--- src/rtl/encrypt_cbc_ctrl_if.sv ---
// encrypt_cbc_ctrl_if: plaintext stream, ciphertext stream and encrypt-core
// req/ack bus of the CBC chaining controller.
// master: the controller side; slave: the environment (source, sink, core).
interface encrypt_cbc_ctrl_if #(
  parameter int N_B = 64,
  parameter int N_K = 80
);
  logic           in_valid;
  logic           in_ready;
  logic [N_B-1:0] in_m;
  logic           out_valid;
  logic           out_ready;
  logic [N_B-1:0] out_c;
  logic           core_req;
  logic           core_ack;
  logic [N_K-1:0] core_k;
  logic [N_B-1:0] core_m;
  logic [N_B-1:0] core_c;

  modport master (
    input  in_valid, in_m, out_ready, core_ack, core_c,
    output in_ready, out_valid, out_c, core_req, core_k, core_m
  );

  modport slave (
    output in_valid, in_m, out_ready, core_ack, core_c,
    input  in_ready, out_valid, out_c, core_req, core_k, core_m
  );
endinterface

--- src/rtl/encrypt_cbc_ctrl.sv ---
// encrypt_cbc_ctrl: CBC chaining controller in front of a 4-phase req/ack
// encrypt core. Each accepted block is XORed with the previous ciphertext
// (or the IV), sent through one full req/ack cycle, and the ciphertext is
// returned on a valid/ready stream.
// Optional feature macro: ENCRYPT_CBC_ECB_EN adds input ecb; a block accepted
// with ecb=1 bypasses the chaining XOR and leaves the chain register untouched.
module encrypt_cbc_ctrl #(
  parameter int N_B = 64,
  parameter int N_K = 80
) (
  input  logic           clk,
  input  logic           rst,
`ifdef ENCRYPT_CBC_ECB_EN
  input  logic           ecb,
`endif
  input  logic [N_K-1:0] k,
  input  logic           iv_ld,
  input  logic [N_B-1:0] iv,
  encrypt_cbc_ctrl_if.master bus
);

  typedef enum logic [1:0] {
    ST_IDLE = 2'd0,
    ST_REQ  = 2'd1,
    ST_REL  = 2'd2,
    ST_OUT  = 2'd3
  } state_t;

  state_t         r_state;
  state_t         w_state_nxt;
  logic [N_B-1:0] r_chain;
  logic [N_B-1:0] r_core_m;
  logic [N_B-1:0] r_out_c;
  logic [N_B-1:0] w_core_m_nxt;
  logic           r_core_req;
  logic           r_out_valid;
  logic           r_ecb;
  logic           w_ecb;
  logic           w_in_ready;
  logic           w_accept;

`ifdef ENCRYPT_CBC_ECB_EN
  assign w_ecb = ecb;
`else
  assign w_ecb = 1'b0;
`endif

  // Next state, acceptance gating and the block presented to the core.
  always_comb begin
    w_state_nxt  = r_state;
    w_in_ready   = 1'b0;
    w_accept     = 1'b0;
    w_core_m_nxt = w_ecb ? bus.in_m : (bus.in_m ^ r_chain);
    case (r_state)
      ST_IDLE: begin
        // IV load wins over acceptance; a still-high ack from a stale
        // request blocks acceptance so req never rises while ack=1.
        w_in_ready = !rst && !iv_ld && !bus.core_ack;
        w_accept   = w_in_ready && bus.in_valid;
        if (w_accept) begin
          w_state_nxt = ST_REQ;
        end else begin
          w_state_nxt = ST_IDLE;
        end
      end
      ST_REQ: begin
        if (bus.core_ack) begin
          w_state_nxt = ST_REL;
        end else begin
          w_state_nxt = ST_REQ;
        end
      end
      ST_REL: begin
        if (!bus.core_ack) begin
          w_state_nxt = ST_OUT;
        end else begin
          w_state_nxt = ST_REL;
        end
      end
      ST_OUT: begin
        if (bus.out_ready) begin
          w_state_nxt = ST_IDLE;
        end else begin
          w_state_nxt = ST_OUT;
        end
      end
      default: begin
        w_state_nxt = ST_IDLE;
      end
    endcase
  end

  // State register plus registered core_req / out_valid decoded from next state.
  always_ff @(posedge clk) begin
    if (rst) begin
      r_state     <= ST_IDLE;
      r_core_req  <= 1'b0;
      r_out_valid <= 1'b0;
    end else begin
      r_state     <= w_state_nxt;
      r_core_req  <= (w_state_nxt == ST_REQ);
      r_out_valid <= (w_state_nxt == ST_OUT);
    end
  end

  // Datapath: chain register, core input block and ciphertext holding register.
  always_ff @(posedge clk) begin
    if (rst) begin
      r_chain  <= {N_B{1'b0}};
      r_core_m <= {N_B{1'b0}};
      r_out_c  <= {N_B{1'b0}};
      r_ecb    <= 1'b0;
    end else begin
      case (r_state)
        ST_IDLE: begin
          if (iv_ld) begin
            r_chain <= iv;
          end else if (w_accept) begin
            r_core_m <= w_core_m_nxt;
            r_ecb    <= w_ecb;
          end
        end
        ST_REQ: begin
          if (bus.core_ack) begin
            r_out_c <= bus.core_c;
            if (!r_ecb) begin
              r_chain <= bus.core_c;
            end
          end
        end
        default: begin
          r_chain <= r_chain;
        end
      endcase
    end
  end

  assign bus.in_ready  = w_in_ready;
  assign bus.out_valid = r_out_valid;
  assign bus.out_c     = r_out_c;
  assign bus.core_req  = r_core_req;
  assign bus.core_m    = r_core_m;
  assign bus.core_k    = k;

endmodule

--- src/flat_wrapper.sv ---
// flat-port wrapper written by rule: the top's interface ports become plain ports
module encrypt_cbc_ctrl_flat 
#(
  parameter int N_B = 64,
  parameter int N_K = 80
)
  (clk, rst, k, iv_ld, iv, bus_in_valid, bus_in_m, bus_out_ready, bus_core_ack, bus_core_c, bus_in_ready, bus_out_valid, bus_out_c, bus_core_req, bus_core_k, bus_core_m);
  encrypt_cbc_ctrl_if #(.N_B(N_B), .N_K(N_K)) bus_i ();
  input  logic clk;
  input  logic rst;
  input  logic [N_K-1:0] k;
  input  logic iv_ld;
  input  logic [N_B-1:0] iv;
  input wire logic [$bits(bus_i.in_valid)-1:0] bus_in_valid;
  input wire logic [$bits(bus_i.in_m)-1:0] bus_in_m;
  input wire logic [$bits(bus_i.out_ready)-1:0] bus_out_ready;
  input wire logic [$bits(bus_i.core_ack)-1:0] bus_core_ack;
  input wire logic [$bits(bus_i.core_c)-1:0] bus_core_c;
  output wire logic [$bits(bus_i.in_ready)-1:0] bus_in_ready;
  output wire logic [$bits(bus_i.out_valid)-1:0] bus_out_valid;
  output wire logic [$bits(bus_i.out_c)-1:0] bus_out_c;
  output wire logic [$bits(bus_i.core_req)-1:0] bus_core_req;
  output wire logic [$bits(bus_i.core_k)-1:0] bus_core_k;
  output wire logic [$bits(bus_i.core_m)-1:0] bus_core_m;
  assign bus_i.in_valid = bus_in_valid;
  assign bus_i.in_m = bus_in_m;
  assign bus_i.out_ready = bus_out_ready;
  assign bus_i.core_ack = bus_core_ack;
  assign bus_i.core_c = bus_core_c;
  assign bus_in_ready = bus_i.in_ready;
  assign bus_out_valid = bus_i.out_valid;
  assign bus_out_c = bus_i.out_c;
  assign bus_core_req = bus_i.core_req;
  assign bus_core_k = bus_i.core_k;
  assign bus_core_m = bus_i.core_m;
  encrypt_cbc_ctrl #(.N_B(N_B), .N_K(N_K)) u_core (.clk(clk), .rst(rst), .k(k), .iv_ld(iv_ld), .iv(iv), .bus(bus_i));
endmodule
--- config.mk ---
export PLATFORM = sky130hd
export DESIGN_NAME = encrypt_cbc_ctrl_flat
export DESIGN_NICKNAME = d
export VERILOG_FILES = /design/src/rtl/encrypt_cbc_ctrl_if.sv /design/src/rtl/encrypt_cbc_ctrl.sv /design/src/flat_wrapper.sv
export SDC_FILE = /design/constraint.sdc
export NUM_CORES = 1
export LEC_CHECK = 0
export ABC_AREA = 1
export CELL_PAD_IN_SITES_DETAIL_PLACEMENT = 0
export CELL_PAD_IN_SITES_GLOBAL_PLACEMENT = 1
export CORE_AREA = 3 3 189 191
export CTS_BUF_LIST = sky130_fd_sc_hd__clkbuf_4 sky130_fd_sc_hd__clkbuf_8
export CTS_CLUSTER_SIZE = 24
export DETAILED_ROUTE_END_ITERATION = 10
export DIE_AREA = 0 0 192 194
export PLACE_DENSITY = 0.88
export SETUP_SLACK_MARGIN = 0.15
export SYNTH_ARGS = -nofsm -noshare
export SYNTH_HDL_FRONTEND = slang
export SYNTH_SLANG_ARGS = --single-unit
--- constraint.sdc ---
create_clock -name clk -period 3.2 [get_ports clk]
set_input_delay 0.64 -clock clk [delete_from_list [all_inputs] [get_ports clk]]
set_output_delay 0.64 -clock clk [all_outputs]
set_load 0.01 [all_outputs]
==> impl_metrics.yaml <==
run_status:
  status: "complete, no violations"
critical_path:
  worstPathArrival_ns: 2.19
  path_class: "in2out"
  cp.buffers_inverters: 2
  crit_slowest_cell: "clkdlybuf4s50_1"
  crit_path_end_kind: "output pin"
  cp.required_ns: 2.56
  cpPeakStageDelay_ns: 0.53
  crit_chain: "clkdlybuf4s50_1 -> nor2_1 -> and3_1 -> clkdlybuf4s50_1"
  start_kind: "input pin"
  cp_common_cell: "clkdlybuf4s50_1"
  cp_max_fo: 3
  crit_family: "buffers and inverters"
layout:
  multi_input_area_mm2: 0.00407
  final_cell_count_no_fill: 2016
  syn_to_final_growth_pct: 35.9
  nets: 1825
  drive_gt1_frac: 0.0372
  n_fill_cell: 3586
  regArea_mm2: 0.00393
sta:
  min_period_over_period: 0.884
  fmax_ghz: 0.354
  finalHoldViolations: 0
  min_period_ns: 2.83
  grt_setup_unrepaired: "no"
  tns_ns: 0
  maxSlewHeadroom: 0.462
  final-max-slew-violation-count: 0
  finalClockSkew_ns: 0.0144
  setup_viol: 0
  worst_slew_pin_slew_ns: 0.807
power:
  vdd_drop_max_uv: 217
  p_sw_w: 0.00158
  switching_share: 0.291
  p_clk_frac: 0.314
  cellPowerDensity_mw_per_mm2: 430
  seqPwrFrac: 0.494
  comb_power_share: 0.192
  internal-power_w: 0.00386
  leakage_nw: 5.54
synthesis:
  syn-num-nets: 1626
  synth_area_leaders: "dfxtp_1 42%, nand2_1 16%, nor2_1 10%"
  ys_seq_area_frac: 0.420
  ys_warn_count: 0
  synth.avg_cell_area_um2: 6.93
  synth_area_mm2: 0.00934
  ys_types: 22
  synth_cells: 1348
  synth-seq-cells: 196
  synth_top_area_frac: 0.420
  yosysTopAreaCell: "dfxtp_1"
routing:
  vias: 8727
  final_antenna_net_count: 0
  drtIter0Drc: 397
  route.detailed.drc: 0
  post_drt_via_cell_ratio: 4.33
  routed_wl_mm: 30.4
  dr.pass1.iters: 5
  routedWlPerCell_um: 15.1
place:
  gp_congestion: 0.761
  place_inst: 1983
  dpl.hpwl_mm: 20.9
  portBuffers: 328
clocking:
  clk-insertion-delay-late_ns: 0.48
  clock_path_buffers: 2
  cts_setup_buffers: 0
  numClockSinks: 196
  clock_tree.htree_level_count: 4
  cts_root_buffer: "clkbuf_8"
  cts_hold_buf: 0
  cts.repair.resized: 0
  cts_buffers: 17
  clk_transition_reported_paths_ns: 0.09
  cts_tree: "done"
die:
  design.die.area_mm2: 0.0372
  rows: 68
  chipWidth_um: 192
  io_pins: 489
  core_mm2: 0.0343
  fp.dieH_um: 194
  initial_core_util: 0.272
global_route:
  grt_max_degree: 129
  track_usage: 0.158
  grt_pass1_vias: 8522
  antenna_found_initial: 2
  grt_first_pass_wirelength_mm: 46.5
  grt_overflow: 0
worst_hold_path:
  hold_path.class: "reg2reg"
run:
  maxCapViolations: 0
-- per-layer routing --
metal | vias to the layer above | global-route usage | wire, µm
li1 | 4448 | - | -
met1 | 3913 | 0.193 | 13000
met2 | 310 | 0.259 | 13900
met3 | 54 | 0.0573 | 2700
met4 | 2 | 0.0496 | 716
met5 | - | 0 | 12
-- power groups by stage --
| stage | registers, W | logic [W] | clock network, W |
|---|---|---|---|
| after global placement | 0.00274 | 0.00105 | 0 |
| after floorplan | 0.00274 | 0.000639 | 0 |
| after CTS | 0.00269 | 0.00106 | 0.00180 |
| final | 0.00269 | 0.00105 | 0.00171 |
| after detailed placement | 0.00275 | 0.00106 | 0 |
| after global routing | 0.00271 | 0.00116 | 0.00188 |
-- worst paths after layout --
kind                                  endpoint  depth (start not counted)                              start  slack (ns)
max                               bus_in_ready                          4                       bus_core_ack        0.37
max reg2reg     u_core.r_chain[5]$_SDFFE_PP0P_                          6       u_core.r_state[0]$_SDFF_PP0_        1.06
min reg2reg  u_core.bus.out_c[29]$_SDFFE_PP0P_                          2  u_core.bus.out_c[29]$_SDFFE_PP0P_        0.47
min          u_core.bus.out_c[29]$_SDFFE_PP0P_                          2  u_core.bus.out_c[29]$_SDFFE_PP0P_        0.47
-- cells by family (layout without fill, tap and decap cells) --
kind of cell              after synthesis  in the layout  share of synthesized area
AOI/OAI and AO/OA                     129            129                     0.0692
xor gates and xnor gates               64             64                     0.0600
buffers and inverters                 233            445                      0.146
DFF                                   196            196                      0.420
other                                   0              1                          0
and+or+nand+nor                       726            726                      0.304
-- through the flow --
stage	cell area (µm²)	power [W]	setup WS (ns)	utilization	hold slack, ns
floorplan	9340	0.00338	1.54	-	0.481
global placement	12300	0.00379	0.431	0.358	0.450
detailed placement	12300	0.00380	0.385	0.358	0.454
CTS	12700	0.00556	0.381	0.370	0.470
global route	12700	0.00576	0.292	0.370	0.487
finish	12700	0.00545	0.372	0.370	0.467
-- tightest hold or removal path: stages (launching register included) --
cell	delay (ns)
dfxtp_1	0.32
nand2_1	0.06
a21oi_1	0.05
-- registers in the layout, summed over array words and instances (netlist names) --
name / cells
u_core.bus.out_c: 64
u_core.bus.core_req: 1
u_core.r_chain: 64
u_core.bus.out_valid: 1
u_core.r_state: 2
u_core.bus.core_m: 64
-- synth_stat cells, drive strengths merged --
cell	instances
nor2	260
inv	70
nand2	396
xor2	64
o21ai	65
dfxtp	196
buf	145
a21oi	64
clkbuf	17
clkinv	1
nand4	1
and3	1
or2	1
nand3	67
-- cell type report --
class / count / share of cell area
Sequential cell: 196 / 0.310
Clock buffer: 20 / 0.0212
Timing Repair Buffer: 342 / 0.271
Antenna cell: 1 / 0.000197
Clock inverter: 12 / 0.0112
Tap cell: 455 / 0.0449
Multi-Input combinational cell: 919 / 0.321
Inverter: 71 / 0.0213
-- layout by cell type, fill, tap and decap left out --
master / synthesis / routed
o21ai_1: 60 / 60
nand2_2: 2 / 1
or2_2: 1 / 1
nand4_4: 0 / 1
diode_2: 0 / 1
and3_1: 1 / 1
clkbuf_4: 0 / 1
clkinvlp_4: 0 / 3
inv_2: 2 / 2
inv_1: 68 / 67
clkbuf_8: 0 / 19
inv_8: 0 / 1
nand2_4: 0 / 1
inv_4: 0 / 1
nor2_1: 259 / 259
o21ai_0: 5 / 5
nor2_4: 1 / 1
nand2_1: 394 / 394
clkinv_2: 1 / 2
inv_6: 0 / 4
clkdlybuf4s50_1: 0 / 327
bufinv_16: 0 / 2
nand3_1: 66 / 66
dfxtp_4: 0 / 1
dfxtp_1: 196 / 195
nand3_4: 0 / 1
buf_4: 94 / 10
buf_2: 37 / 1
clkinv_4: 0 / 1
xor2_1: 64 / 64
buf_12: 0 / 4
a21oi_1: 64 / 64
(Power assumes the default switching activity.)
